$ cat config.mk
export PLATFORM = sky130hd
export DESIGN_NAME = acc_mul_seq
export DESIGN_NICKNAME = d
export VERILOG_FILES = /design/src/rtl/acc_mul_seq.sv
export SDC_FILE = /design/constraint.sdc
export NUM_CORES = 1
export LEC_CHECK = 0
export ABC_CLOCK_PERIOD_IN_PS = 2500
export CORE_ASPECT_RATIO = 0.8
export CORE_UTILIZATION = 31
export DETAILED_ROUTE_END_ITERATION = 6
export HOLD_SLACK_MARGIN = 0.03
export PLACE_DENSITY_LB_ADDON = 0.15
export SKIP_CTS_REPAIR_TIMING = 1
export SYNTH_ARGS = -nofsm -noshare
export SYNTH_HDL_FRONTEND = slang
export SYNTH_SLANG_ARGS = --single-unit
$ cat constraint.sdc
create_clock -name clk -period 2.5 [get_ports clk]
set_input_delay 0.5 -clock clk [delete_from_list [all_inputs] [get_ports clk]]
set_output_delay 0.5 -clock clk [all_outputs]
set_load 0.02 [all_outputs]
$ cat src/rtl/acc_mul_seq.sv
// Shift-and-add multiply sequencer driving the AH/AL accumulator pair and ALU.
// Control outputs are decoded from state; in EVAL they also follow al_lsb.
//   state   | meaning
//   S_IDLE  | waiting for start
//   S_LDM   | AH <= multiplier (ah_in), B <= multiplicand
//   S_XFR   | AL <= AH
//   S_CLR   | clear AH, counter and carry
//   S_EVAL  | multiplier bit 1: AH <= AH+B; bit 0: shift AH:AL right
//   S_SHIFT | shift AH:AL right with ALU carry into AH msb
//   S_DONE  | product valid in AH:AL
module acc_mul_seq #(
    parameter int WIDTH = 4,
    parameter int CNT_W = 3
) (
    input  logic       clk,
    input  logic       clr_n,
    input  logic       start,
    input  logic       abort,
    input  logic       al_lsb,
    input  logic       alu_cout,
    output logic       b_we,
    output logic       ah_inen,
    output logic       ah_reset,
    output logic       en,
    output logic [1:0] hs,
    output logic [1:0] ls,
    output logic       carry_out,
    output logic       alu_add,
    output logic       busy,
    output logic       done
);

    typedef enum logic [2:0] {
        S_IDLE,
        S_LDM,
        S_XFR,
        S_CLR,
        S_EVAL,
        S_SHIFT,
        S_DONE
    } state_t;

    localparam logic [CNT_W-1:0] LP_LAST = CNT_W'(WIDTH - 1);
    localparam logic [CNT_W-1:0] LP_ONE  = CNT_W'(1);

    state_t           r_state;
    logic [CNT_W-1:0] r_cnt;
    logic             r_cy;
    logic             w_last;

    assign w_last    = (r_cnt == LP_LAST);
    assign carry_out = r_cy;

    always_ff @(posedge clk or negedge clr_n) begin
        if (!clr_n) begin
            r_state <= S_IDLE;
            r_cnt   <= '0;
            r_cy    <= 1'b0;
        end else if (abort) begin
            r_state <= S_IDLE;
        end else begin
            case (r_state)
                S_IDLE:  if (start) r_state <= S_LDM;
                S_LDM:   r_state <= S_XFR;
                S_XFR:   r_state <= S_CLR;
                S_CLR: begin
                    r_cnt   <= '0;
                    r_cy    <= 1'b0;
                    r_state <= S_EVAL;
                end
                S_EVAL: begin
                    if (al_lsb) begin
                        r_cy    <= alu_cout;
                        r_state <= S_SHIFT;
                    end else begin
                        r_cy    <= 1'b0;
                        r_cnt   <= r_cnt + LP_ONE;
                        r_state <= w_last ? S_DONE : S_EVAL;
                    end
                end
                S_SHIFT: begin
                    r_cy    <= 1'b0;
                    r_cnt   <= r_cnt + LP_ONE;
                    r_state <= w_last ? S_DONE : S_EVAL;
                end
                S_DONE:  r_state <= S_IDLE;
                default: r_state <= S_IDLE;
            endcase
        end
    end

    always_comb begin
        b_we     = 1'b0;
        ah_inen  = 1'b0;
        ah_reset = 1'b0;
        en       = 1'b0;
        hs       = 2'b00;
        ls       = 2'b00;
        alu_add  = 1'b0;
        busy     = 1'b1;
        done     = 1'b0;
        case (r_state)
            S_IDLE: busy = 1'b0;
            S_LDM: begin
                ah_inen = 1'b1;
                hs      = 2'b11;
                en      = 1'b1;
                b_we    = 1'b1;
            end
            S_XFR:  ls = 2'b11;
            S_CLR:  ah_reset = 1'b1;
            S_EVAL: begin
                en = 1'b1;
                if (al_lsb) begin
                    alu_add = 1'b1;
                    hs      = 2'b11;
                end else begin
                    hs = 2'b01;
                    ls = 2'b01;
                end
            end
            S_SHIFT: begin
                hs = 2'b01;
                ls = 2'b01;
                en = 1'b1;
            end
            S_DONE: done = 1'b1;
            default: busy = 1'b0;
        endcase
    end

endmodule

==> summary.md, run 1 <==
| Metric | Value |
|---|---|
| Top Ports | 18 |
| Worst setup path class | primary input to output pin |
| EDFF count, synth | 0 |
| Slew of the pin with the lowest slew margin | 0.4575 ns |
| Die Y-Extent | around 39 µm |
| CTS tree | done |
| Part of the Yosys area used for sequential elements | around a third |
| Nets in the synthesized netlist | between 60 and 70 |
| Cell area after layout | 721.9 µm² |
| Number of inserted diodes | 0 |
| Horizontal die dimension | 48.03 µm |
| Largest clock skew in the final design | roughly 0.0034 ns |
| Cell count after synthesis | ~60 |
| Max-cap viol count | 0 |
| Count of different cell masters after synthesis | 30 |
| Arrival time of data at the critical path endpoint | ~1.9 ns |
| Routability Congestion | 0.7589 |
| Leading cell types in the layout, fill and taps excluded | 17 x sky130_fd_sc_hd__clkdlybuf4s50_1, 9 x sky130_fd_sc_hd__nor2_1, 7 x sky130_fd_sc_hd__dfrtp_1 |
| Pwr dens | approximately 750 nW/µm² |
| Endpoint class of the critical path | output pin |
| Cell row count | 12 |
| Pre-CTS setup slack | roughly 0.043 ns |
| Sum of negative setup slack | 0 ns |
| Largest family of logic cells by synthesized area | simple AND/OR/NAND/NOR gates |
| Startpoint class of the critical path | primary input |
| Count of routing violations after the opening detailed-route iteration | 3 |
| Remaining number of nets flagged by the antenna check after routing | 0 |
| Buffer levels on the longest clock path | 2 |
| Post-synthesis adder-cell area fraction | approximately 4.8% |
| Area of the die | 1865 µm² |
| Result of the run | complete, no violations |
| Number of buffers created by CTS | 3 |
| Average wire per cell in the routed design | about 11 µm |
| Number of warnings reported in the yosys synthesis log | 0 |
| Part of the cycle the worst path needs | a little over nine tenths |
| Post-synthesis instance area | between 500 and 600 µm² |
| Remaining global-route overflow | 0 |
| Pleak | between 0.3 and 0.4 nW |
| Area share of the leading cell type in the synthesized netlist | 33.33% |
| Cell at the root of the clock tree | sky130_fd_sc_hd__clkbuf_4 |
| GRT Resource Usage Total | between 10% and 20% |
| Detailed-route DRC error count | 0 |
| Placement Cell Area | 695.7 µm² |
| Area fraction in compound gates after synthesis | between 10% and 20% |
| Total count of max-transition violations in the final report | 0 |
| Share of synthesized registers carrying an async set or reset | 100.0% |
| Post-layout nets | 87 |
| Layout cell share with drive strength beyond 1 | between 10% and 20% |
| Drt first pass iters | 3 |
| Number of antenna violations at the first check in global routing | 0 |
| VDD IR-drop max | about 0.43 mV |
| Clock sink count | 7 |
| Global-route wire length before repair | approximately 1800 µm |
| Final setup violating endpoints | 0 |
| Placed wire-length estimate after detailed placement | 861 µm |
| Unrepaired setup endpoints after global routing | false |
| Launching element of the worst setup path | al_lsb |
| Max-slew headroom at the worst pin | 69.50% |
| Xor and xnor fraction of the mapped netlist area | under 10% |
| Endpoints failing hold | 0 |
| Leading register cell type out of synthesis | sky130_fd_sc_hd__dfrtp_1 |
| Library cell with the largest summed area after synthesis | sky130_fd_sc_hd__dfrtp_1 |
| Fin crit period | 2.445 ns |
| Total via count after detailed routing | between 400 and 500 |
| Mux share of post-synthesis cell area | 0% |
| Maximum number of pins on one net before global-route repair | 14 |
| Final setup margin | between 0.05 and 0.06 ns |
| Number of vias per cell after detailed routing | 4.677 |
| Insertion delay of the later-clocked pin in the worst-skew pair | 0.25 ns |
| Most frequent standard cell in the layout excluding fill and tap cells | sky130_fd_sc_hd__clkdlybuf4s50_1 |
| Final Total Pwr | 539.3 µW |
| Critical-path maximum fanout | 3 |
| Share of synthesized cell area in and, or, nand and nor gates | 29.29% |
| Top post-synthesis cells by area | sky130_fd_sc_hd__dfrtp_1 33%, sky130_fd_sc_hd__nor2_1 6.4%, sky130_fd_sc_hd__buf_6 6.4%, sky130_fd_sc_hd__ha_1 4.8%, sky130_fd_sc_hd__inv_1 4.3% |
| Achievable clock frequency | a little over 0.4 GHz |
| Syn_area_per_cell | ~9 µm² |
| Final WL | ~1100 µm |
| Via count of the first global-routing pass | between 300 and 400 |
| Core area | ~1500 µm² |
| Initial core utilization | between 30 and 40% |
| Flip-flop and latch count after synthesis | 7 |
| Area growth, synth to finish | 37.38% |
| Worst R2R Start | r_state[0] |
| Smallest hold slack | 0.4990 ns |
| Clock slew at reported path FFs | 0.05 ns |
| Port Buf Inserts | 17 |
| WP data required | ~2 ns |
| CTS HTree Levels | 1 |
| Worst hold path class | primary input to asynchronous set/reset pin |
-- report_power, final --
part | switching [mW] | total (mW) | internal, mW
sequential | 0.0403 | 0.182 | 0.141
combinational | 0.126 | 0.257 | 0.132
clock | 0.0396 | 0.100 | 0.0608
-- critical path, cell delays in order --
cell and delay [ns]:
sky130_fd_sc_hd__clkdlybuf4s50_1 0.48, sky130_fd_sc_hd__and2b_1 0.20, sky130_fd_sc_hd__o22ai_1 0.14, sky130_fd_sc_hd__clkdlybuf4s50_1 0.62
-- metal layers --
metal | global-route usage, % | up-vias | part of all wire (%)
met4 | 4.167 | 0 | 0
li1 | - | 241 | -
met1 | 20.06 | 213 | 51
met3 | 8.411 | 0 | 5.0
met2 | 19.26 | 9 | 44
met5 | 0 | - | 0
-- cell families (layout without fill, tap and decap cells) --
group,count (synthesis),after routing
xor+xnor,1,1
buf+inv,10,29
flops,7,7
simple gates,24,24
fa+ha+maj,2,2
compound gates,15,15
-- flip-flops by register name, indices dropped and copies added (netlist names) --
register,cells
r_cnt,3
r_state,3
carry_out,1
-- final cells by class --
cell class                 instances  area [µm²]
tap                               21       26.28
timing repair buffer              19       185.2
multi-input combinational         42       286.5
sequential                         7       175.2
inverter                           6       22.52
clock buffer                       4       26.28
fill                             155       764.5
-- metrics by stage --
step | util [%] | cells
6_report | 48.57 | 99
5_1_grt | 48.57 | 99
4_1_cts | 48.57 | 99
3_5_place_dp | 46.80 | 95
3_3_place_gp | 46.80 | 95
2_1_floorplan | - | 59
-- path summary, 6_finish.rpt --
path	slack, ns	cells after the start	endpoint
max	0.06	4	ls[0]
min	0.50	1	r_cnt[0]
max reg2reg	1.09	4	r_cnt[2]
min reg2reg	0.50	1	r_cnt[0]
max in group asynchronous	1.76	1	r_state[0]
min in group clk	0.50	1	r_cnt[0]
-- cells in the mapped netlist (2+ instances only) --
cell type,instances
sky130_fd_sc_hd__o22ai_1,2
sky130_fd_sc_hd__nand2_1,2
sky130_fd_sc_hd__o21ai_0,3
sky130_fd_sc_hd__a31oi_1,2
sky130_fd_sc_hd__nor2_1,9
sky130_fd_sc_hd__inv_1,6
sky130_fd_sc_hd__dfrtp_1,7
sky130_fd_sc_hd__buf_6,3
sky130_fd_sc_hd__ha_1,2
sky130_fd_sc_hd__o21ai_1,3
Power figures use the tool's default switching activity.
==> inputs of run 2 (changes only) <==
--- a/config.mk
+++ b/config.mk
@@ -12,6 +12,7 @@
 export HOLD_SLACK_MARGIN = 0.03
 export PLACE_DENSITY_LB_ADDON = 0.15
 export SKIP_CTS_REPAIR_TIMING = 1
+export SKIP_LAST_GASP = 1
 export SYNTH_ARGS = -nofsm -noshare
 export SYNTH_HDL_FRONTEND = slang
 export SYNTH_SLANG_ARGS = --single-unit
==> results of run 2 <==
Final layout, timing and power as in run 1 (identical DEF).
==> inputs of run 3 (changes only) <==
--- a/config.mk
+++ b/config.mk
@@ -5,6 +5,7 @@
 export SDC_FILE = /design/constraint.sdc
 export NUM_CORES = 1
 export LEC_CHECK = 0
+export ABC_AREA = 0
 export ABC_CLOCK_PERIOD_IN_PS = 2500
 export CORE_ASPECT_RATIO = 0.8
 export CORE_UTILIZATION = 31
==> results of run 3 <==
Final layout, timing and power as in run 1 (identical DEF).
